**config.mk**
```make
export PLATFORM = sky130hd
export DESIGN_NAME = ifu_fetch
export DESIGN_NICKNAME = d
export VERILOG_FILES = /design/src/rtl/ifu_fetch.sv
export SDC_FILE = /design/constraint.sdc
export NUM_CORES = 1
export LEC_CHECK = 0
export BUFFER_PORTS_ARGS = -buffer_cell sky130_fd_sc_hd__buf_2
export CORE_ASPECT_RATIO = 1.1
export CORE_UTILIZATION = 40
export CTS_BUF_LIST = sky130_fd_sc_hd__clkbuf_2
export DETAILED_ROUTE_END_ITERATION = 8
export GPL_TIMING_DRIVEN = 0
export PLACE_DENSITY = 0.59
export SYNTH_ARGS = -nofsm -noshare
export SYNTH_HDL_FRONTEND = slang
export SYNTH_SLANG_ARGS = --single-unit
```
**constraint.sdc**
```tcl
create_clock -name clk -period 4.3 [get_ports clk]
set_clock_uncertainty 0.1 [all_clocks]
set_input_delay 0.645 -clock clk [delete_from_list [all_inputs] [get_ports clk]]
set_output_delay 0.645 -clock clk [all_outputs]
set_load 0.05 [all_outputs]
```
**src/rtl/ifu_fetch.sv**
```systemverilog
// rtl/ifu_fetch.sv - fetch stage: PC register, next-PC select, fetch-address check and IF/ID register.
// DELAY_SLOT_EN defined keeps the delay-slot instruction on redirect; undefined squashes it to a nop.
module ifu_fetch (
    input  logic        clk,
    input  logic        reset,
    input  logic        stall,
    input  logic [1:0]  npc_op,
    input  logic        branch_taken,
    input  logic [31:0] jr_target,
    input  logic [31:0] F_instr,
    output logic [31:0] F_pc,
    output logic [31:0] D_instr,
    output logic [31:0] D_pc,
    output logic [31:0] D_pc8,
    output logic        D_exc_adel
);

    localparam logic [31:0] RESET_PC = 32'h0000_3000;
    localparam logic [31:0] IMEM_LO  = 32'h0000_3000;
    localparam logic [31:0] IMEM_HI  = 32'h0000_3FFC;

`ifdef DELAY_SLOT_EN
    localparam bit SQUASH_EN = 1'b0;
`else
    localparam bit SQUASH_EN = 1'b1;
`endif

    logic [31:0] pc_seq;
    logic [31:0] branch_target;
    logic [31:0] jump_target;
    logic [31:0] next_pc;
    logic        redirect;
    logic        squash;
    logic        fetch_err;
    logic [31:0] fetch_word;

    assign pc_seq        = F_pc + 32'd4;
    assign branch_target = D_pc + 32'd4 + {{14{D_instr[15]}}, D_instr[15:0], 2'b00};
    assign jump_target   = {D_pc[31:28], D_instr[25:0], 2'b00};

    always_comb begin
        next_pc  = pc_seq;
        redirect = 1'b0;
        case (npc_op)
            2'b01: begin
                if (branch_taken) begin
                    next_pc  = branch_target;
                    redirect = 1'b1;
                end
            end
            2'b10: begin
                next_pc  = jump_target;
                redirect = 1'b1;
            end
            2'b11: begin
                next_pc  = jr_target;
                redirect = 1'b1;
            end
            default: begin
                next_pc  = pc_seq;
                redirect = 1'b0;
            end
        endcase
    end

    // Misaligned or outside the instruction window: fetch a nop and flag AdEL.
    assign fetch_err  = (F_pc[1:0] != 2'b00) || (F_pc < IMEM_LO) || (F_pc > IMEM_HI);
    assign fetch_word = fetch_err ? 32'h0000_0000 : F_instr;
    assign squash     = SQUASH_EN && redirect;

    always_ff @(posedge clk) begin
        if (reset) begin
            F_pc       <= RESET_PC;
            D_pc       <= RESET_PC;
            D_instr    <= 32'h0000_0000;
            D_exc_adel <= 1'b0;
        end else if (!stall) begin
            F_pc       <= next_pc;
            D_pc       <= F_pc;
            D_instr    <= squash ? 32'h0000_0000 : fetch_word;
            D_exc_adel <= squash ? 1'b0 : fetch_err;
        end
    end

    assign D_pc8 = D_pc + 32'd8;

endmodule
```
==> flow_summary_export.csv, run 1 <==
group,metric,value,unit
pwr,pwr_density_cell,221,nW/µm²
pwr,irDropWorstVdd,126,µV
yosys,yosysSeqAreaShare,0.253,
layout,area_growth,18.1,%
global_routing,antenna_found_initial,2,
timing,final.setup.tns,0,ns
yosys,ys.flop_type,"dfxtp_1",
layout,multi_input_area,5350,µm²
clock_tree,clkLatencyLatePin,0.70,ns
detailed_routing,first_pass_iters,7,
layout,register_area,1940,µm²
layout,final_cells,1449,
yosys,avgSynthCellArea,7.74,µm²
yosys,synth-xor-area-share,0.0706,
clock_tree,htreeDepth,3,
clock_tree,cts_tree,"yes",
layout,post-route-util,0.488,
timing,period_share,0.940,
clock_tree,clk_pin_slew,0.30,ns
yosys,synth.net_count,1124,
floorplanning,start_util,0.413,
timing,final_max_slew_viol_count,0,
global_routing,grt_pass1_wl,46200,µm
clock_tree,cts_buffers,9,
floorplanning,dieArea,19800,µm²
clock_tree,cts.sinks,97,
floorplanning,core_area,18600,µm²
detailed_routing,via_per_inst,5.91,
layout,layout.nets,1329,
global_routing,grt_pass1_vias,7947,
floorplanning,chipWidth,134,µm
layout,final.fill_count,2049,
clock_tree,clock_path_buffers,2,
timing,slew_headroom,0.375,
setup_path,crit_type,"reg2out",
status,status,"finished clean",
layout,layout-drive-gt1-share,0.202,
yosys,synth.area.mux_share,0.0651,
placement,dp_cells,1431,
setup_path,path_max_fanout,7,
clock_tree,clockRootBuffer,"clkbuf_2",
timing,min_period,4.04,ns
timing,rsz0062_at_grt,"no",
yosys,synthAdderAreaFrac,0.0986,
timing,worst_slew_pin_slew,0.929,ns
placement,hpwlAfterDp,23200,µm
yosys,yosysWarnings,0,
timing,fmax,247,MHz
timing,setup_viol,0,
timing,finalHoldViolCount,0,
detailed_routing,drt-initial-drc-count,725,
pwr,total_power,2000,µW
setup_path,cp-end-kind,"output port",
global_routing,grt_util_all_layers,0.307,
setup_path,cp.required,3.56,ns
global_routing,grt-ovfl-total,0,
yosys,ys_ff_latch,97,
yosys,synth-edff-count,0,
yosys,synthDistinctLibCells,77,
detailed_routing,ant_nets,0,
clock_tree,hold_buffers,0,
detailed_routing,num_vias,8561,
floorplanning,num_io_pins,199,
floorplanning,rows,52,
yosys,synthCells,994,
yosys,syn-cell-area,7690,µm²
floorplanning,die_y,147,µm
setup_path,critical_path_arrival,3.30,ns
job,maxCapViolations,0,
global_routing,grt_max_degree,19,
yosys,synthSimpleGateAreaFrac,0.211,
yosys,synth_compound_area_frac,0.249,
yosys,async_reset_ff_frac,0,
detailed_routing,wl_per_cell,21.1,µm
detailed_routing,drc,0,
setup_path,cp-start-kind,"register",
detailed_routing,wl,30500,µm
yosys,synth_top_family_by_area,"compound AO/OA/AOI/OAI gates",
pwr,p_leak,0.00431,µW
hold_path,min_path_type,"in2reg",
placement,gp_congestion,0.957,
placement,io_buffers,194,
[state kept, by name, summed over array words and instances, names as in the netlist]
| register | flops |
|---|---|
| D_exc_adel | 1 |
| D_instr | 32 |
| F_pc | 32 |
| D_pc | 32 |
[Yosys cell counts (7+ instances only)]
library cell / instances / area, µm²
a22oi_1: 35 / 263
a211oi_1: 18 / 135
mux2i_1: 41 / 410
nor2_1: 141 / 529
dfxtp_1: 97 / 1940
a21o_1: 20 / 150
o221ai_1: 9 / 78.8
a31oi_1: 15 / 93.8
o21ai_0: 41 / 205
and4_1: 8 / 70.1
nand2_1: 84 / 315
nor4_1: 8 / 50.1
nand4_1: 15 / 93.8
a21oi_1: 84 / 420
nand3_1: 30 / 150
inv_1: 15 / 56.3
nor3_1: 17 / 85.1
clkbuf_1: 53 / 199
and3_1: 17 / 106
xor2_1: 25 / 219
ha_1: 59 / 738
o21a_1: 7 / 52.6
o22ai_1: 13 / 81.3
xnor2_1: 37 / 324
[final cells by class]
class | count | share of cell area
Inverter | 18 | 0.00744
Clock inverter | 7 | 0.00634
Tap cell | 243 | 0.0335
Antenna cell | 2 | 0.000551
Timing Repair Buffer | 194 | 0.107
Multi-Input combinational cell | 809 | 0.589
Sequential cell | 97 | 0.214
Clock buffer | 9 | 0.00496
Buffer | 70 | 0.0372
[power by group]
| part | switching [µW] | internal, µW | total (µW) |
|---|---|---|---|
| clock | 383 | 86.5 | 469 |
| combinational | 384 | 165 | 549 |
| sequential | 52.3 | 933 | 985 |
| total | 820 | 1180 | 2000 |
[path summary, 6_finish.rpt]
| path | cells after the start | slack, ns | to | startpoint |
|---|---|---|---|---|
| setup reg to reg | 10 | 0.37 | F_pc[31]$_SDFFE_PP0N_ | D_instr[15]$_SDFFE_PP0N_ |
| setup / recovery | 9 | 0.26 | D_pc8[26] | D_pc[5]$_SDFFE_PP0N_ |
| hold reg to reg | 2 | 0.43 | D_exc_adel$_SDFFE_PP0N_ | D_exc_adel$_SDFFE_PP0N_ |
| hold / removal | 3 | 0.07 | D_instr[3]$_SDFFE_PP0N_ | F_instr[3] |
[metal layers]
metal,part of all wire,global-route usage
met1,0.42,0.390
met2,0.47,0.516
met3,0.066,0.0384
met4,0.041,0.144
met5,0,0
[critical path, cell delays in order, from the launching register on]
cell,delay (ns)
dfxtp_1,0.54
and3_1,0.22
nand3_1,0.12
nor2_1,0.29
nand2_1,0.16
nor2_1,0.34
and3_1,0.39
nand3_1,0.13
xnor2_1,0.15
buf_2,0.28
[layout by cell type, fill, tap and decap left out, types with 17 or more instances in the layout]
cell and count:
a211oi_1 18, and3_1 17, buf_2 196, mux2i_1 41
ha_1 59, o21ai_0 41, nor2_1 141, nand2_1 84
xor2_1 25, a21o_1 20, dfxtp_1 96, nand3_1 30
a22oi_1 35, a21oi_1 84, xnor2_1 37, nor3_1 17
clkbuf_1 53
[cells by family after synthesis]
family / count (synthesis)
buffers and inverters: 88
AOI/OAI and AO/OA: 290
muxes: 46
DFF: 97
and+or+nand+nor: 351
adders and majority gates: 60
xor gates and xnor gates: 62
[through the flow]
| stage | worst slack, ns | cell area [µm²] | hold WS (ns) |
|---|---|---|---|
| global route | 0.00533 | 9080 | 0.0472 |
| finish | 0.259 | 9080 | 0.0652 |
| CTS | 0.148 | 9070 | 0.0421 |
| detailed placement | 0.462 | 8970 | 0.389 |
| floorplan | 0.755 | 7690 | 0.583 |
| global placement | 0.440 | 8960 | 0.385 |
[repair_timing]
| action | CTS | global route |
|---|---|---|
| resized for setup | 0 | 1 |
| setup buffers | 0 | 0 |
| endpoints found under the setup margin | 0 | 3 |
Note: power is estimated with default switching activity, not from simulation.
==> run 2, diff against run 1 <==
--- a/config.mk
+++ b/config.mk
@@ -7,11 +7,12 @@
 export LEC_CHECK = 0
 export BUFFER_PORTS_ARGS = -buffer_cell sky130_fd_sc_hd__buf_2
 export CORE_ASPECT_RATIO = 1.1
-export CORE_UTILIZATION = 40
+export CORE_UTILIZATION = 43
 export CTS_BUF_LIST = sky130_fd_sc_hd__clkbuf_2
 export DETAILED_ROUTE_END_ITERATION = 8
 export GPL_TIMING_DRIVEN = 0
-export PLACE_DENSITY = 0.59
+export PLACE_DENSITY = 0.63
+export RECOVER_POWER = 50
 export SYNTH_ARGS = -nofsm -noshare
 export SYNTH_HDL_FRONTEND = slang
 export SYNTH_SLANG_ARGS = --single-unit
==> flow_summary_export.csv, run 2 (same netlist as run 1, synthesis figures left out) <==
group,metric,value,unit
floorplanning,num_io_pins,199,
floorplanning,die_y,142,µm
placement,dp_cells,1422,
setup_path,path_max_fanout,7,
floorplanning,rows,50,
placement,pre_cts_slack,0.557,ns
global_routing,grt_pass1_wl,44200,µm
timing,layout_setup_ws,0.257,ns
layout,layout.nets,1329,
setup_path,crit_type,"reg2out",
clock_tree,cts_buffers,9,
clock_tree,clk_pin_slew,0.36,ns
timing,hold_ws,0.0324,ns
detailed_routing,drt-initial-drc-count,666,
global_routing,grt_util_all_layers,0.320,
hold_path,min_path_type,"in2reg",
clock_tree,postCtsSetupBuffers,0,
placement,hpwlAfterDp,22600,µm
detailed_routing,first_pass_iters,5,
timing,min_period,4.04,ns
setup_path,critical_path_arrival,3.30,ns
layout,layout_common_cells,"nor2_1, clkbuf_1, buf_2",
detailed_routing,num_vias,8546,
timing,finalHoldViolCount,0,
timing,final_max_slew_viol_count,0,
floorplanning,chipWidth,129,µm
detailed_routing,via_per_inst,5.93,
layout,final_cells,1440,
clock_tree,clkLatencyLatePin,0.71,ns
layout,top_regs,"D_instr x32, D_pc x32, F_pc x32",
setup_path,cp-start-kind,"register",
timing,worst_slew_pin_slew,1.30,ns
status,status,"finished clean",
placement,gp_congestion,0.967,
pwr,pwr_density_cell,226,nW/µm²
setup_path,cp-end-kind,"output port",
global_routing,grt-ovfl-total,0,
clock_tree,cts.sinks,97,
floorplanning,core_area,17300,µm²
clock_tree,clock_path_buffers,2,
floorplanning,start_util,0.445,
timing,fmax,247,MHz
timing,final.setup.tns,0,ns
detailed_routing,ant_nets,0,
layout,layout_commonest_cell,"nor2_1",
global_routing,grt_max_degree,21,
clock_tree,hold_buffers,0,
placement,io_buffers,194,
clock_tree,clockRootBuffer,"clkbuf_2",
detailed_routing,drc,0,
job,maxCapViolations,0,
timing,period_share,0.940,
layout,area_growth,16.9,%
global_routing,grt_pass1_vias,7758,
floorplanning,dieArea,18400,µm²
timing,setup_viol,0,
setup_path,cp.required,3.56,ns
layout,layout-drive-gt1-share,0.138,
pwr,irDropWorstVdd,128,µV
layout,post-route-util,0.521,
clock_tree,htreeDepth,3,
detailed_routing,wl,29600,µm
clock_tree,cts_tree,"yes",
global_routing,antenna_found_initial,2,
detailed_routing,wl_per_cell,20.6,µm
timing,slew_headroom,0.127,
pwr,p_leak,0.00401,µW
==> run 2: repair_timing <==
action | 4_1_cts | 5_1_grt
endpoints found under the setup margin | 0 | 7
hold endpoints to repair | 0 | 0
gates resized for setup | 0 | 2
==> run 2: stage by stage <==
step,total power [µW],cell area (µm²)
after global placement,1530,8950
final,2030,8990
after floorplan,1360,7690
after detailed placement,1540,8950
after global routing,2110,8990
after CTS,2040,9080
==> run 2: area by class of cell <==
type,count,area [µm²]
plain buffers,70,328
diodes,2,5.00
inverters,18,67.6
repair buffers,194,877
flip-flops and latches,97,1940
well taps,234,293
clock buffers,9,45.0
multi-input cells,809,5350
clock inverters,7,86.3
fillers,1817,8280
==> run 2: worst max-delay path: stages (launching register included) <==
cell	delay (ns)
dfxtp_1	0.55
and3_1	0.22
nand3_1	0.13
nor2_1	0.30
nand2_1	0.19
nor2_2	0.26
and3_1	0.40
nand3_1	0.14
xnor2_1	0.14
buf_2	0.28
==> run 2: path summary, 6_finish.rpt <==
path / endpoint / depth (start not counted) / slack, ns / from
setup / recovery: D_pc8[26] / 9 / 0.26 / D_pc[5]$_SDFFE_PP0N_
hold / removal: D_instr[16]$_SDFFE_PP0N_ / 3 / 0.03 / F_instr[16]
setup reg to reg: F_pc[29]$_SDFFE_PP0N_ / 12 / 0.46 / D_pc[3]$_SDFFE_PP0N_
hold reg to reg: D_exc_adel$_SDFFE_PP0N_ / 2 / 0.42 / D_exc_adel$_SDFFE_PP0N_
==> run 2: metal layers <==
layer / up-vias / wire length, µm / global-route usage / part of all wire
met5: - / 0 / 0 / 0
met4: 0 / 1370 / 0.160 / 0.046
met3: 76 / 2210 / 0.0579 / 0.074
met2: 403 / 13500 / 0.518 / 0.46
met1: 3991 / 12500 / 0.406 / 0.42
li1: 4076 / - / - / -
==> run 2: report_power, final <==
group          switching [µW]  internal [µW]
combinational             381            158
clock                     406            102
sequential               52.8            934
total                     840           1190
==> run 3, diff against run 2 <==
--- a/config.mk
+++ b/config.mk
@@ -8,11 +8,9 @@
 export BUFFER_PORTS_ARGS = -buffer_cell sky130_fd_sc_hd__buf_2
 export CORE_ASPECT_RATIO = 1.1
 export CORE_UTILIZATION = 43
-export CTS_BUF_LIST = sky130_fd_sc_hd__clkbuf_2
 export DETAILED_ROUTE_END_ITERATION = 8
 export GPL_TIMING_DRIVEN = 0
 export PLACE_DENSITY = 0.63
-export RECOVER_POWER = 50
 export SYNTH_ARGS = -nofsm -noshare
 export SYNTH_HDL_FRONTEND = slang
 export SYNTH_SLANG_ARGS = --single-unit
==> flow_summary_export.csv, run 3 (same netlist as run 1, synthesis figures left out) <==
group,metric,value,unit
setup_path,cp_slowest_cell,"dfxtp_1",
layout,top_regs,"D_instr x32, D_pc x32, F_pc x32",
detailed_routing,ant_nets,0,
setup_path,path_max_fanout,18,
detailed_routing,first_pass_iters,5,
pwr,pwr_density_cell,258,nW/µm²
layout,layout.nets,1329,
clock_tree,cts.sinks,97,
layout,layout_commonest_cell,"buf_2",
detailed_routing,wl_met3,2250,µm
clock_tree,postCtsSetupBuffers,0,
setup_path,crit_type,"reg2reg",
floorplanning,dieArea,18400,µm²
global_routing,grt_util_all_layers,0.322,
global_routing,grt-ovfl-total,0,
timing,worst_slew_pin_slew,1.31,ns
layout,layout_common_cells,"buf_2, nor2_1, dfxtp_1",
floorplanning,start_util,0.445,
floorplanning,die_y,142,µm
setup_path,cp.required,4.50,ns
placement,io_buffers,194,
timing,period_share,0.892,
global_routing,grt_pass1_wl,44400,µm
timing,slew_headroom,0.117,
placement,gp_congestion,0.967,
clock_tree,postCtsResizedCells,0,
detailed_routing,num_vias,8597,
clock_tree,htreeDepth,3,
floorplanning,num_io_pins,199,
detailed_routing,dr_wl_met2,13800,µm
layout,register_area,1940,µm²
detailed_routing,drt-met1-wl,12400,µm
timing,fmax,261,MHz
setup_path,cp-end-kind,"register",
floorplanning,core_area,17300,µm²
layout,multi_input_area,5340,µm²
timing,final_max_slew_viol_count,0,
layout,post-route-util,0.537,
layout,area_growth,20.5,%
pwr,clockPowerShare,0.361,
setup_path,slowest_delay,0.92,ns
global_routing,grt_max_degree,21,
pwr,irDropWorstVdd,203,µV
job,maxCapViolations,0,
global_routing,antenna_found_initial,1,
timing,hold_ws,0.394,ns
timing,setup_viol,0,
timing,final.setup.tns,0,ns
layout,layout-drive-gt1-share,0.200,
clock_tree,clockRootBuffer,"clkbuf_16",
setup_path,critical_path_arrival,4.04,ns
layout,final.fill_count,1732,
clock_tree,cts_tree,"yes",
detailed_routing,wl,29700,µm
clock_tree,hold_buffers,0,
setup_path,path_cells,"ha_1, ha_1, clkbuf_1, and3_1, a31oi_1, o221ai_1, nor3b_1, a221oi_1, o32ai_1, a31oi_1",
pwr,combinationalPowerShare,0.229,
pwr,p_seq_frac,0.410,
pwr,p_leak,0.00440,µW
detailed_routing,drc,0,
clock_tree,clk_pin_slew,0.08,ns
layout,fin_area,9270,µm²
detailed_routing,top_layer,"met4",
detailed_routing,via_per_inst,5.97,
placement,hpwlAfterDp,22600,µm
timing,rsz0062_at_grt,"no",
pwr,switching_power,878,µW
hold_path,min_path_type,"reg2reg",
pwr,internal_power,1510,µW
pwr,swShare,0.368,
timing,finalHoldViolCount,0,
timing,min_period,3.84,ns
clock_tree,clkLatencyLatePin,0.37,ns
placement,place_area,8950,µm²
floorplanning,rows,50,
global_routing,grt_pass1_vias,7748,
clock_tree,clock_path_buffers,2,
clock_tree,cts_buffers,9,
detailed_routing,drt-initial-drc-count,728,
floorplanning,chipWidth,129,µm
detailed_routing,wl_per_cell,20.6,µm
status,status,"finished clean",
setup_path,cp-start-kind,"register",
[run 3: layout make-up]
type                    instances  area share
well taps                     234      0.0316
diodes                          1    0.000270
repair buffers                194       0.105
multi-input cells             809       0.576
flip-flops and latches         97       0.210
clock inverters                 7     0.00932
inverters                      18     0.00729
clock buffers                   9      0.0243
plain buffers                  70      0.0365
[run 3: per-layer routing]
layer / vias up / GRT usage
met5: - / 0
met1: 4043 / 0.413
met3: 74 / 0.0515
met4: 0 / 0.149
li1: 4066 / -
met2: 414 / 0.526
[run 3: final timing paths]
kind	start	to	slack, ns	cells after the start
worst max-delay path	D_instr[15]$_SDFFE_PP0N_	F_pc[31]$_SDFFE_PP0N_	0.46	10
worst min-delay path	D_exc_adel$_SDFFE_PP0N_	D_exc_adel$_SDFFE_PP0N_	0.39	2
worst max register to register	D_instr[15]$_SDFFE_PP0N_	F_pc[31]$_SDFFE_PP0N_	0.46	10
worst min register to register	D_exc_adel$_SDFFE_PP0N_	D_exc_adel$_SDFFE_PP0N_	0.39	2
[run 3: power by group through the flow]
stage	Sequential, µW	Clock, µW	Combinational [µW]
5_1_grt	984	903	580
4_1_cts	979	869	538
2_1_floorplan	1090	0	274
6_report	979	862	545
3_3_place_gp	1000	0	534
3_5_place_dp	1000	0	535
[run 3: per-stage QoR]
stage	std cells	worst slack [ns]	power (µW)
floorplan	994	0.755	1360
global placement	1422	0.549	1530
detailed placement	1422	0.557	1540
CTS	1438	0.503	2380
global route	1439	0.247	2470
finish	1439	0.465	2390
[run 3: worst max-delay path: cells and delay by family (launching register included)]
family	cells	cell delay (ns)
buffers and inverters	1	0.37
and+or+nand+nor	2	0.44
AOI/OAI and AO/OA	5	1.29
adders and majority gates	2	0.64
DFF	1	0.92
